`src/rtl/m1_gates_pkg.sv`:
```
// Shared constants and the saturating run-counter step for m1_gates.
package m1_gates_pkg;

    localparam int CNT_W             = 8;
    localparam int STABLE_CYCLES_DEF = 2;

    typedef logic [CNT_W-1:0] cnt_t;

    // Count up while the lane is high, hold at lim, clear on any low sample.
    function automatic cnt_t cnt_step(input cnt_t q, input logic hit, input cnt_t lim);
        cnt_t r;
        if (!hit) begin
            r = '0;
        end else if (q >= lim) begin
            r = lim;
        end else begin
            r = q + cnt_t'(1);
        end
        return r;
    endfunction

endpackage

```
`src/rtl/m1_gates_lane.sv`:
```
// One debounce lane: run counter plus its registered qualified output bit.
module m1_gates_lane
    import m1_gates_pkg::*;
#(
    parameter int STABLE_CYCLES = STABLE_CYCLES_DEF
) (
    input  logic clk,
    input  logic rst,
    input  logic hit_i,
    output logic e_o
);

    localparam cnt_t LIMIT = cnt_t'(STABLE_CYCLES);

    cnt_t cnt_q;
    cnt_t cnt_d;
    logic e_q;
    logic e_d;

    always_comb begin
        cnt_d = cnt_step(cnt_q, hit_i, LIMIT);
        e_d   = (cnt_d == LIMIT);
    end

    // e_q mirrors (cnt_q == LIMIT) but comes straight from a flop.
    always_ff @(posedge clk) begin
        if (rst) begin
            cnt_q <= '0;
            e_q   <= 1'b0;
        end else begin
            cnt_q <= cnt_d;
            e_q   <= e_d;
        end
    end

    assign e_o = e_q;

endmodule

```
`src/rtl/m1_gates.sv`:
```
// AND gate with combinational, registered and per-bit debounced outputs.
module m1_gates
    import m1_gates_pkg::*;
#(
    parameter int WIDTH         = 1,
    parameter int STABLE_CYCLES = STABLE_CYCLES_DEF
) (
    input  logic             clk,
    input  logic             rst,
    input  logic [WIDTH-1:0] a,
    input  logic [WIDTH-1:0] b,
    output logic [WIDTH-1:0] c,
    output logic [WIDTH-1:0] d,
    output logic [WIDTH-1:0] e
);

    logic [WIDTH-1:0] and_d;
    logic [WIDTH-1:0] d_q;

    assign and_d = a & b;
    assign c     = and_d;

    always_ff @(posedge clk) begin
        if (rst) begin
            d_q <= '0;
        end else begin
            d_q <= and_d;
        end
    end

    assign d = d_q;

    for (genvar i = 0; i < WIDTH; i++) begin : g_lane
        m1_gates_lane #(
            .STABLE_CYCLES(STABLE_CYCLES)
        ) u_lane (
            .clk  (clk),
            .rst  (rst),
            .hit_i(and_d[i]),
            .e_o  (e[i])
        );
    end

endmodule

```
`config.mk`:
```
export PLATFORM = sky130hd
export DESIGN_NAME = m1_gates
export DESIGN_NICKNAME = d
export VERILOG_FILES = /design/src/rtl/m1_gates_pkg.sv /design/src/rtl/m1_gates_lane.sv /design/src/rtl/m1_gates.sv
export SDC_FILE = /design/constraint.sdc
export NUM_CORES = 1
export LEC_CHECK = 0
export BUFFER_PORTS_ARGS = -buffer_cell sky130_fd_sc_hd__buf_2
export CORE_AREA = 2 2 39 41
export DETAILED_ROUTE_END_ITERATION = 10
export DIE_AREA = 0 0 41 43
export GPL_ROUTABILITY_DRIVEN = 0
export GPL_TIMING_DRIVEN = 1
export HOLD_SLACK_MARGIN = 0.03
export SLEW_MARGIN = 25
export SYNTH_ARGS = -nofsm -noshare
export SYNTH_HDL_FRONTEND = slang
export SYNTH_SLANG_ARGS = --single-unit
```
`constraint.sdc`:
```
create_clock -name clk -period 1.8 [get_ports clk]
set_input_delay 0.18 -clock clk [delete_from_list [all_inputs] [get_ports clk]]
set_output_delay 0.18 -clock clk [all_outputs]
set_load 0.05 [all_outputs]
```
==> flow_metrics.env, run 1 <==
export IMPL_syn_cell_area_um2=330
export IMPL_die_w_um=41
export IMPL_drive_gt1_frac=0.317
export IMPL_min_period_ns=1.23
export IMPL_power_total_uw=461
export IMPL_grt_met2_usage=0.109
export IMPL_fin_tns_setup_ns=0
export IMPL_finalSetupViolCount=0
export IMPL_pwr_share_comb=0.060
export IMPL_grt_use_met3=0.0314
export IMPL_die_area_mm2=0.00176
export IMPL_tritoncts="done"
export IMPL_holdPathStages=3
export IMPL_dr_total_vias=209
export IMPL_port_buffers=6
export IMPL_final_antenna_net_count=0
export IMPL_worstPathRequired_ns=1.99
export IMPL_synth_seq_cells=10
export IMPL_dp_hpwl_um=376
export IMPL_drtIter0Drc=1
export IMPL_rsz0062_at_grt="false"
export IMPL_drt_wl_total_um=484
export IMPL_antenna_cells=0
export IMPL_placed_area_um2=395
export IMPL_p_clk_frac=0.431
export IMPL_r2r_end="g_lane[0].u_lane.cnt_q[0]"
export IMPL_start_util=0.239
export IMPL_status="completed"
export IMPL_firstDrtPassIters=2
export IMPL_switching_share=0.213
export IMPL_hold_start="rst"
export IMPL_critPathArrivalTime_ns=1.42
export IMPL_pin_count=7
export IMPL_cp_end_kind="flop"
export IMPL_worstRegToRegCells=5
export IMPL_final_cell_area_um2=432
export IMPL_hold_ws_ns=0.264
export IMPL_die_height_um=43
export IMPL_power_density_mw_per_mm2=1070
export IMPL_track_usage=0.0828
export IMPL_fin_skew_ns=0.00300
export IMPL_min_to="d"
export IMPL_clk_path_buf_depth=2
export IMPL_antenna_found_initial=0
export IMPL_numCtsBuffers=3
export IMPL_cts_htree_levels=1
export IMPL_gr_max_usage_layer="met4"
export IMPL_area_delta_synth_final_pct=30.7
export IMPL_core_mm2=0.00138
export IMPL_insertion_delay_ns=0.27
export IMPL_row_count=14
export IMPL_grt_max_degree=7
export IMPL_ctsHoldBuffers=0
export IMPL_fmax_mhz=810
export IMPL_r2r_setup_slack_ns=0.57
export IMPL_post_cts_buffers=0
export IMPL_syn_area_per_cell_um2=12.2
export IMPL_syn_instance_count=27
export IMPL_grt_pass1_wl_um=821
export IMPL_final_hold_viol_count=0
export IMPL_ys_types=14
export IMPL_grt_ovfl_total=0
export IMPL_yosysWarnings=0
export IMPL_grt_use_met1=0.0656
export IMPL_synth_seq_area_share=0.606
export IMPL_leakagePower_nw=0.194
export IMPL_cts_sinks=10
export IMPL_drc=0
export IMPL_vdd_drop_max_uv=314
export IMPL_root_buffer="clkbuf_4"
export IMPL_worst_path_max_fanout=4
export IMPL_viasPerCell=3.67
export IMPL_final_nets=48
export IMPL_p_sw_uw=98.2
export IMPL_internal_power_uw=363
export IMPL_critPathLaunchType="flop"
export IMPL_critPathKind="reg -> reg"
export IMPL_r2r_start="g_lane[0].u_lane.cnt_q[0]"
export IMPL_grt_pass1_vias=210
export IMPL_post_cts_resized=0
export IMPL_fin_util=0.312
export IMPL_clk_pin_slew_ns=0.06
export IMPL_p_seq_frac=0.510
export IMPL_fillers=147
export IMPL_cap_viol_max_count=0
export IMPL_period_share=0.686
export IMPL_final_max_slew_viol_count=0
export IMPL_drt_wirelength_per_cell_um=8.49
export IMPL_min_path_type="in -> reg"
[layout make-up]
class,count,area (um^2),share of cell area
Sequential cell,10,200,0.464
Tap cell,16,20.0,0.0464
Inverter,2,7.51,0.0174
Multi-Input combinational cell,19,138,0.319
Timing Repair Buffer,6,30.0,0.0696
Clock buffer,4,36.3,0.0841
[per-stage QoR]
stage,setup slack (ns),cells
after floorplan,0.644,31
after global placement,0.595,53
after detailed placement,0.541,53
after CTS,0.529,57
after global routing,0.443,57
final,0.565,57
[power by group through the flow]
stage / Combinational (mW) / Sequential (mW) / Clock, mW
after floorplan: 0.0143 / 0.246 / 0
after global placement: 0.0271 / 0.240 / 0
after detailed placement: 0.0275 / 0.240 / 0
after CTS: 0.0275 / 0.235 / 0.205
after global routing: 0.0304 / 0.236 / 0.217
final: 0.0275 / 0.235 / 0.199
[cells in the mapped netlist]
library cell,count,share of area
a21oi_1,2,0.030
and2_1,1,0.019
and2_2,1,0.023
conb_1,1,0.011
dfxtp_1,10,0.61
ha_1,2,0.076
inv_1,2,0.023
nand2_1,1,0.011
nand2b_1,1,0.019
nand3b_1,1,0.023
nor3_1,2,0.030
nor4_2,1,0.038
nor4_4,1,0.064
xnor2_1,1,0.027
[worst max path at each step]
| stage | from | to | slack, ns |
|---|---|---|---|
| after floorplan | g_lane[0].u_lane.cnt_q[0] | g_lane[0].u_lane.cnt_q[1] | 0.64 |
| after global placement | g_lane[0].u_lane.cnt_q[0] | g_lane[0].u_lane.cnt_q[1] | 0.59 |
| after detailed placement | g_lane[0].u_lane.cnt_q[0] | g_lane[0].u_lane.cnt_q[0] | 0.54 |
| after CTS | g_lane[0].u_lane.cnt_q[0] | g_lane[0].u_lane.cnt_q[0] | 0.53 |
| after global routing | g_lane[0].u_lane.cnt_q[0] | g_lane[0].u_lane.cnt_q[0] | 0.44 |
| final | g_lane[0].u_lane.cnt_q[0] | g_lane[0].u_lane.cnt_q[0] | 0.57 |
[placed cells by master, fill, tap and decap left out]
cell type / netlist / layout
a21oi_1: 2 / 2
xnor2_1: 1 / 1
clkbuf_8: 0 / 1
and2_1: 1 / 1
nor4_4: 1 / 1
nor3_1: 2 / 2
nand2_1: 1 / 1
buf_2: 0 / 6
clkbuf_4: 0 / 3
nand2b_1: 1 / 1
conb_1: 1 / 5
inv_1: 2 / 2
dfxtp_1: 10 / 10
ha_1: 2 / 2
and2_2: 1 / 1
nor4_2: 1 / 1
nand3b_1: 1 / 1
[cell families (layout without fill, tap and decap cells)]
family,after synthesis,count (layout),synth area share
AO/OA/AOI/OAI,2,2,0.0303
buffers and inverters,2,12,0.0227
adder cells (fa/ha/maj),2,2,0.0757
other,1,5,0.0114
AND/OR/NAND/NOR,9,9,0.227
XOR/XNOR,1,1,0.0265
flip-flops,10,10,0.606
[registers in the layout, summed over array words and instances, names as in the netlist]
register,count
d,1
g_lane.u_lane.cnt_q,8
g_lane.u_lane.e_o,1
[critical path: stages (launching register included)]
cell     delay, ns
dfxtp_1       0.38
inv_1         0.06
ha_1          0.22
nor4_4        0.22
nand2_1       0.12
nor3_1        0.16
[metal layers]
layer	share of wire	up-vias
li1	-	111
met1	0.38	85
met2	0.48	9
met3	0.052	4
met4	0.081	0
met5	0	-
(Power assumes the default switching activity.)
==> run 2: changes to the inputs <==
Settings changed: ABC_AREA from default to 1.
Clock period 1.8 ns to 1.2 ns, I/O delays scaled along.
==> run 2 against run 1 <==
Against the previous run:
- first-iteration DRC count is the same
- area after synthesis grew 4.2%
- worst setup slack got worse by 0.50 ns
- non-clock buffer count is 1 higher
- clock skew grew 0.0014 ns
- highest routed layer unchanged
==> flow_metrics.env, run 2 <==
export IMPL_syn_instance_count=41
export IMPL_synth_seq_area_share=0.582
export IMPL_track_usage=0.0637
export IMPL_drtIter0Drc=1
export IMPL_final_hold_viol_count=0
export IMPL_yosysWarnings=0
export IMPL_cp_end_kind="flop"
export IMPL_die_area_mm2=0.00176
export IMPL_layout_commonest_cell="dfxtp_1"
export IMPL_drt_wirelength_per_cell_um=7.51
export IMPL_min_period_ns=1.13
export IMPL_die_w_um=41
export IMPL_switching_share=0.214
export IMPL_pin_count=7
export IMPL_final_antenna_net_count=0
export IMPL_worstPathRequired_ns=1.38
export IMPL_numCtsBuffers=3
export IMPL_antenna_cells=0
export IMPL_synthArstFlopShare=0
export IMPL_period_share=0.945
export IMPL_synth_area_leader_cell="dfxtp_1"
export IMPL_area_delta_synth_final_pct=45.5
export IMPL_syn_cell_area_um2=344
export IMPL_fillers=150
export IMPL_holdPathStages=2
export IMPL_min_to="g_lane[0].u_lane.cnt_q[0]"
export IMPL_grt_max_degree=7
export IMPL_cts_sinks=10
export IMPL_r2r_setup_slack_ns=0.07
export IMPL_worstRegToRegCells=7
export IMPL_port_buffers=6
export IMPL_r2r_end="g_lane[0].u_lane.cnt_q[2]"
export IMPL_dr_total_vias=269
export IMPL_regMostFlops="g_lane.u_lane.cnt_q"
export IMPL_p_seq_frac=0.505
export IMPL_die_height_um=43
export IMPL_drt_wl_total_um=541
export IMPL_fin_util=0.362
export IMPL_cts_htree_levels=1
export IMPL_power_total_uw=695
export IMPL_internal_power_uw=546
export IMPL_min_path_type="in -> reg"
export IMPL_pwr_share_comb=0.076
export IMPL_critPathLaunchType="flop"
export IMPL_firstDrtPassIters=2
export IMPL_rsz0062_at_grt="true"
export IMPL_start_util=0.249
export IMPL_final_nets=63
export IMPL_power_density_mw_per_mm2=1390
export IMPL_grt_pass1_vias=228
export IMPL_clk_path_buf_depth=2
export IMPL_fmax_mhz=881
export IMPL_status="completed"
export IMPL_cap_viol_max_count=0
export IMPL_dp_hpwl_um=364
export IMPL_grt_ovfl_total=0
export IMPL_tritoncts="done"
export IMPL_p_clk_frac=0.419
export IMPL_largest_reg_flops=8
export IMPL_synth_area_top_cells="dfxtp_1 58%, nand2_1 12%, nor2_1 7.6%"
export IMPL_synth_most_common_cell="nand2_1"
export IMPL_synth_seq_cells=10
export IMPL_viasPerCell=3.74
export IMPL_drc=0
export IMPL_clk_pin_slew_ns=0.07
export IMPL_synth_top_area_share=0.582
export IMPL_row_count=14
export IMPL_critPathArrivalTime_ns=1.32
export IMPL_core_mm2=0.00138
export IMPL_insertion_delay_ns=0.26
export IMPL_critPathKind="reg -> reg"
export IMPL_hold_start="rst"
export IMPL_leakagePower_nw=0.240
export IMPL_antenna_found_initial=0
export IMPL_syn_area_per_cell_um2=8.39
export IMPL_synth_edff_count=0
export IMPL_synthTopCellsByCount="11 x nand2_1, 10 x dfxtp_1, 7 x nor2_1"
export IMPL_layout_common_cells="8 x dfxtp_1, 7 x nand2_1, 6 x nor2_1, 6 x buf_2"
export IMPL_final_max_slew_viol_count=0
export IMPL_synthFlopType="dfxtp_1"
export IMPL_drive_gt1_frac=0.446
export IMPL_grt_pass1_wl_um=717
export IMPL_worst_path_max_fanout=4
export IMPL_p_sw_uw=148
export IMPL_finalSetupViolCount=0
export IMPL_root_buffer="clkbuf_4"
export IMPL_vdd_drop_max_uv=487
export IMPL_r2r_start="g_lane[0].u_lane.cnt_q[0]"
export IMPL_ys_types=9
export IMPL_fin_skew_ns=0.00444
run 2: changes by cell type in the layout (fill, tap and decap cells not counted), sizes merged, moves of 2 or more:
cell and delta:
and2 -2, a21oi -2, nor4 -2, nand2 +11
nor2 +9, inv +3
run 2: area by class of cell:
| class | count | area, um^2 | share of cell area |
|---|---|---|---|
| Tap cell | 16 | 20.0 | 0.0400 |
| Multi-Input combinational cell | 30 | 185 | 0.370 |
| Sequential cell | 10 | 203 | 0.405 |
| Clock buffer | 4 | 36.3 | 0.0725 |
| Timing Repair Buffer | 7 | 37.5 | 0.0750 |
| Inverter | 5 | 18.8 | 0.0375 |
run 2: worst max-delay path by stage:
stage / from / endpoint / slack [ns] / depth (start not counted)
after floorplan: g_lane[0].u_lane.cnt_q[0] / g_lane[0].u_lane.e_o / 0.04 / 8
after global placement: g_lane[0].u_lane.cnt_q[0] / g_lane[0].u_lane.e_o / 0.008 / 8
after detailed placement: g_lane[0].u_lane.cnt_q[0] / g_lane[0].u_lane.e_o / -0.02 / 8
after CTS: g_lane[0].u_lane.cnt_q[0] / g_lane[0].u_lane.e_o / 0.01 / 8
after global routing: g_lane[0].u_lane.cnt_q[0] / g_lane[0].u_lane.cnt_q[2] / -0.04 / 7
final: g_lane[0].u_lane.cnt_q[0] / g_lane[0].u_lane.cnt_q[2] / 0.07 / 7
run 2: logic make-up (layout without fill, tap and decap cells):
group / after synthesis / count (layout) / share of synthesized area
AND/OR/NAND/NOR: 23 / 23 / 0.280
flip-flops: 10 / 10 / 0.582
buffers and inverters: 5 / 16 / 0.0546
adder cells (fa/ha/maj): 2 / 2 / 0.0727
other: 1 / 5 / 0.0109
run 2: power by group through the flow:
stage | clock, mW | sequential, mW | combinational [mW]
final | 0.291 | 0.351 | 0.0527
after global routing | 0.310 | 0.352 | 0.0584
after CTS | 0.302 | 0.349 | 0.0444
after detailed placement | 0 | 0.357 | 0.0428
after global placement | 0 | 0.357 | 0.0427
after floorplan | 0 | 0.366 | 0.0209
run 2: timing repair:
item	in CTS	in global routing
setup endpoints to repair	2	4
resized for setup	1	13
buffers inserted	0	0
hold buffers	0	0
hold endpoints to repair	0	0
pin swaps	1	6
run 2: per-layer routing:
metal / track usage / vias up / share of wire
met5: 0 / - / 0
met4: 0.100 / 0 / 0.041
met3: 0 / 2 / 0.0055
met2: 0.0906 / 2 / 0.55
met1: 0.0625 / 120 / 0.40
li1: - / 145 / -
run 2: through the flow:
| step | std cells | hold WS [ns] | setup slack, ns | TNS, ns | area [um^2] |
|---|---|---|---|---|---|
| after global placement | 68 | 0.319 | 0.00821 | 0 | 417 |
| after global routing | 72 | 0.0620 | -0.0389 | -0.0693 | 500 |
| after floorplan | 45 | 0.196 | 0.0400 | 0 | 359 |
| after CTS | 72 | 0.0491 | 0.0101 | 0 | 458 |
| after detailed placement | 68 | 0.326 | -0.0181 | -0.0273 | 417 |
| final | 72 | 0.0568 | 0.0656 | 0 | 500 |
run 2: worst max-delay path, stage by stage, from the launching register on:
cell and delay (ns):
dfxtp_2 0.33, inv_2 0.04, ha_4 0.16, nor2_4 0.08, nand2_2 0.06, nor2_4 0.15
nand2_2 0.08, nor3_2 0.16
==> run 3: changes to the inputs <==
Settings changed: ABC_AREA 1 to 0.
==> run 3 against run 2 <==
Against the previous run:
- combinational power down 18%
- final cell count fell by 19%
- global-route usage up 1.3 points
- final area fell by 9.2%
- fmax rose by 1.5%
- non-clock buffer count is the same
- hold slack improved by 0.17 ns
- routed wire length fell by 7.9%
- via count is 22% lower
- power decreased by 0.73%
- critical path depth down 2
- sequential power hardly changed
- critical endpoint is now g_lane[0].u_lane.e_o
==> flow_metrics.env, run 3 (synthesized netlist as in run 1, its figures left out) <==
export IMPL_status="completed"
export IMPL_root_buffer="clkbuf_4"
export IMPL_cap_viol_max_count=0
export IMPL_drt_wl_total_um=498
export IMPL_pin_count=7
export IMPL_drc=0
export IMPL_fin_util=0.328
export IMPL_start_util=0.239
export IMPL_layout_common_cells="9 x dfxtp_1, 6 x buf_2, 5 x conb_1"
export IMPL_finalSetupViolCount=0
export IMPL_core_mm2=0.00138
export IMPL_grt_pass1_vias=214
export IMPL_leakagePower_nw=0.202
export IMPL_vdd_drop_max_uv=544
export IMPL_cp_end_kind="flop"
export IMPL_p_seq_frac=0.511
export IMPL_min_path_type="in -> reg"
export IMPL_drtIter0Drc=0
export IMPL_die_height_um=43
export IMPL_fillers=148
export IMPL_critPathLaunchType="flop"
export IMPL_period_share=0.931
export IMPL_final_max_slew_viol_count=0
export IMPL_multi_input_area_um2=151
export IMPL_tritoncts="done"
export IMPL_grt_max_degree=7
export IMPL_min_period_ns=1.12
export IMPL_fmax_mhz=895
export IMPL_r2r_setup_slack_ns=0.08
export IMPL_track_usage=0.0767
export IMPL_numCtsBuffers=3
export IMPL_fin_skew_ns=0.00271
export IMPL_switching_share=0.210
export IMPL_regMostFlops="g_lane.u_lane.cnt_q"
export IMPL_internal_power_uw=545
export IMPL_seq_area_um2=201
export IMPL_dr_total_vias=211
export IMPL_final_nets=49
export IMPL_clk_pin_slew_ns=0.06
export IMPL_drt_wirelength_per_cell_um=8.59
export IMPL_die_area_mm2=0.00176
export IMPL_grt_pass1_wl_um=772
export IMPL_grt_ovfl_total=0
export IMPL_post_cts_buffers=0
export IMPL_viasPerCell=3.64
export IMPL_cts_sinks=10
export IMPL_drive_gt1_frac=0.405
export IMPL_die_w_um=41
export IMPL_largest_reg_flops=8
export IMPL_insertion_delay_ns=0.26
export IMPL_cts_htree_levels=1
export IMPL_worstPathRequired_ns=1.40
export IMPL_area_delta_synth_final_pct=37.5
export IMPL_dp_hpwl_um=379
export IMPL_final_hold_viol_count=0
export IMPL_worst_path_max_fanout=3
export IMPL_firstDrtPassIters=1
export IMPL_power_density_mw_per_mm2=1520
export IMPL_port_buffers=6
export IMPL_pwr_share_comb=0.062
export IMPL_critPathArrivalTime_ns=1.31
export IMPL_fin_tns_setup_ns=0
export IMPL_antenna_found_initial=0
export IMPL_row_count=14
export IMPL_clk_path_buf_depth=2
export IMPL_critPathKind="reg -> reg"
export IMPL_rsz0062_at_grt="false"
export IMPL_final_antenna_net_count=0
export IMPL_antenna_cells=0
export IMPL_layout_commonest_cell="dfxtp_1"
export IMPL_p_sw_uw=145
export IMPL_p_clk_frac=0.427
-- run 3: changes by cell type in the layout (fill, tap and decap cells not counted), sizes merged, moves of 2 or more --
| cell | change |
|---|---|
| nor2 | -9 |
| a21oi | +2 |
| nand2 | -11 |
| inv | -3 |
| and2 | +2 |
| nor4 | +2 |
-- run 3: worst paths after layout --
check | from | endpoint | depth (start not counted)
hold / removal | rst | g_lane[0].u_lane.cnt_q[0] | 3
hold reg to reg | g_lane[0].u_lane.cnt_q[0] | g_lane[0].u_lane.cnt_q[0] | 2
setup reg to reg | g_lane[0].u_lane.cnt_q[0] | g_lane[0].u_lane.e_o | 5
setup / recovery | g_lane[0].u_lane.cnt_q[0] | g_lane[0].u_lane.e_o | 5
-- run 3: metal layers --
layer,GRT usage,up-vias,part of all wire
li1,-,112,-
met1,0.0556,90,0.40
met2,0.109,7,0.53
met3,0.0314,2,0.036
met4,0.120,0,0.038
met5,0,-,0
-- run 3: per-stage QoR --
| stage | hold slack, ns | area [um^2] | worst slack, ns | instances | total power, mW |
|---|---|---|---|---|---|
| floorplan | 0.369 | 345 | 0.0441 | 31 | 0.391 |
| global placement | 0.483 | 403 | 0.0548 | 54 | 0.401 |
| detailed placement | 0.503 | 403 | 0.0159 | 54 | 0.402 |
| CTS | 0.220 | 439 | 0.000446 | 58 | 0.699 |
| global route | 0.259 | 454 | 0.00402 | 58 | 0.717 |
| finish | 0.232 | 454 | 0.0828 | 58 | 0.690 |
-- run 3: what timing repair did --
item                       in CTS  in global routing
gates resized for setup         0                  4
hold buffers                    0                  0
setup endpoints to repair       0                  4
-- run 3: critical path, cell delays in order (launching register included) --
cell      delay, ns
dfxtp_2        0.32
buf_4          0.14
ha_1           0.22
xnor2_2        0.16
nand3b_1       0.09
a21oi_1        0.13
-- run 3: power by group through the flow --
stage | logic, mW | registers (mW) | clock network, mW
6_report | 0.0430 | 0.352 | 0.294
5_1_grt | 0.0469 | 0.353 | 0.317
2_1_floorplan | 0.0215 | 0.369 | 0
3_3_place_gp | 0.0410 | 0.360 | 0
4_1_cts | 0.0421 | 0.353 | 0.305
3_5_place_dp | 0.0422 | 0.360 | 0
-- run 3: layout make-up --
cell class / count / share of cell area
well taps: 16 / 0.0441
multi-input cells: 19 / 0.333
inverters: 2 / 0.0165
clock buffers: 4 / 0.0799
repair buffers: 7 / 0.0826
flip-flops and latches: 10 / 0.444
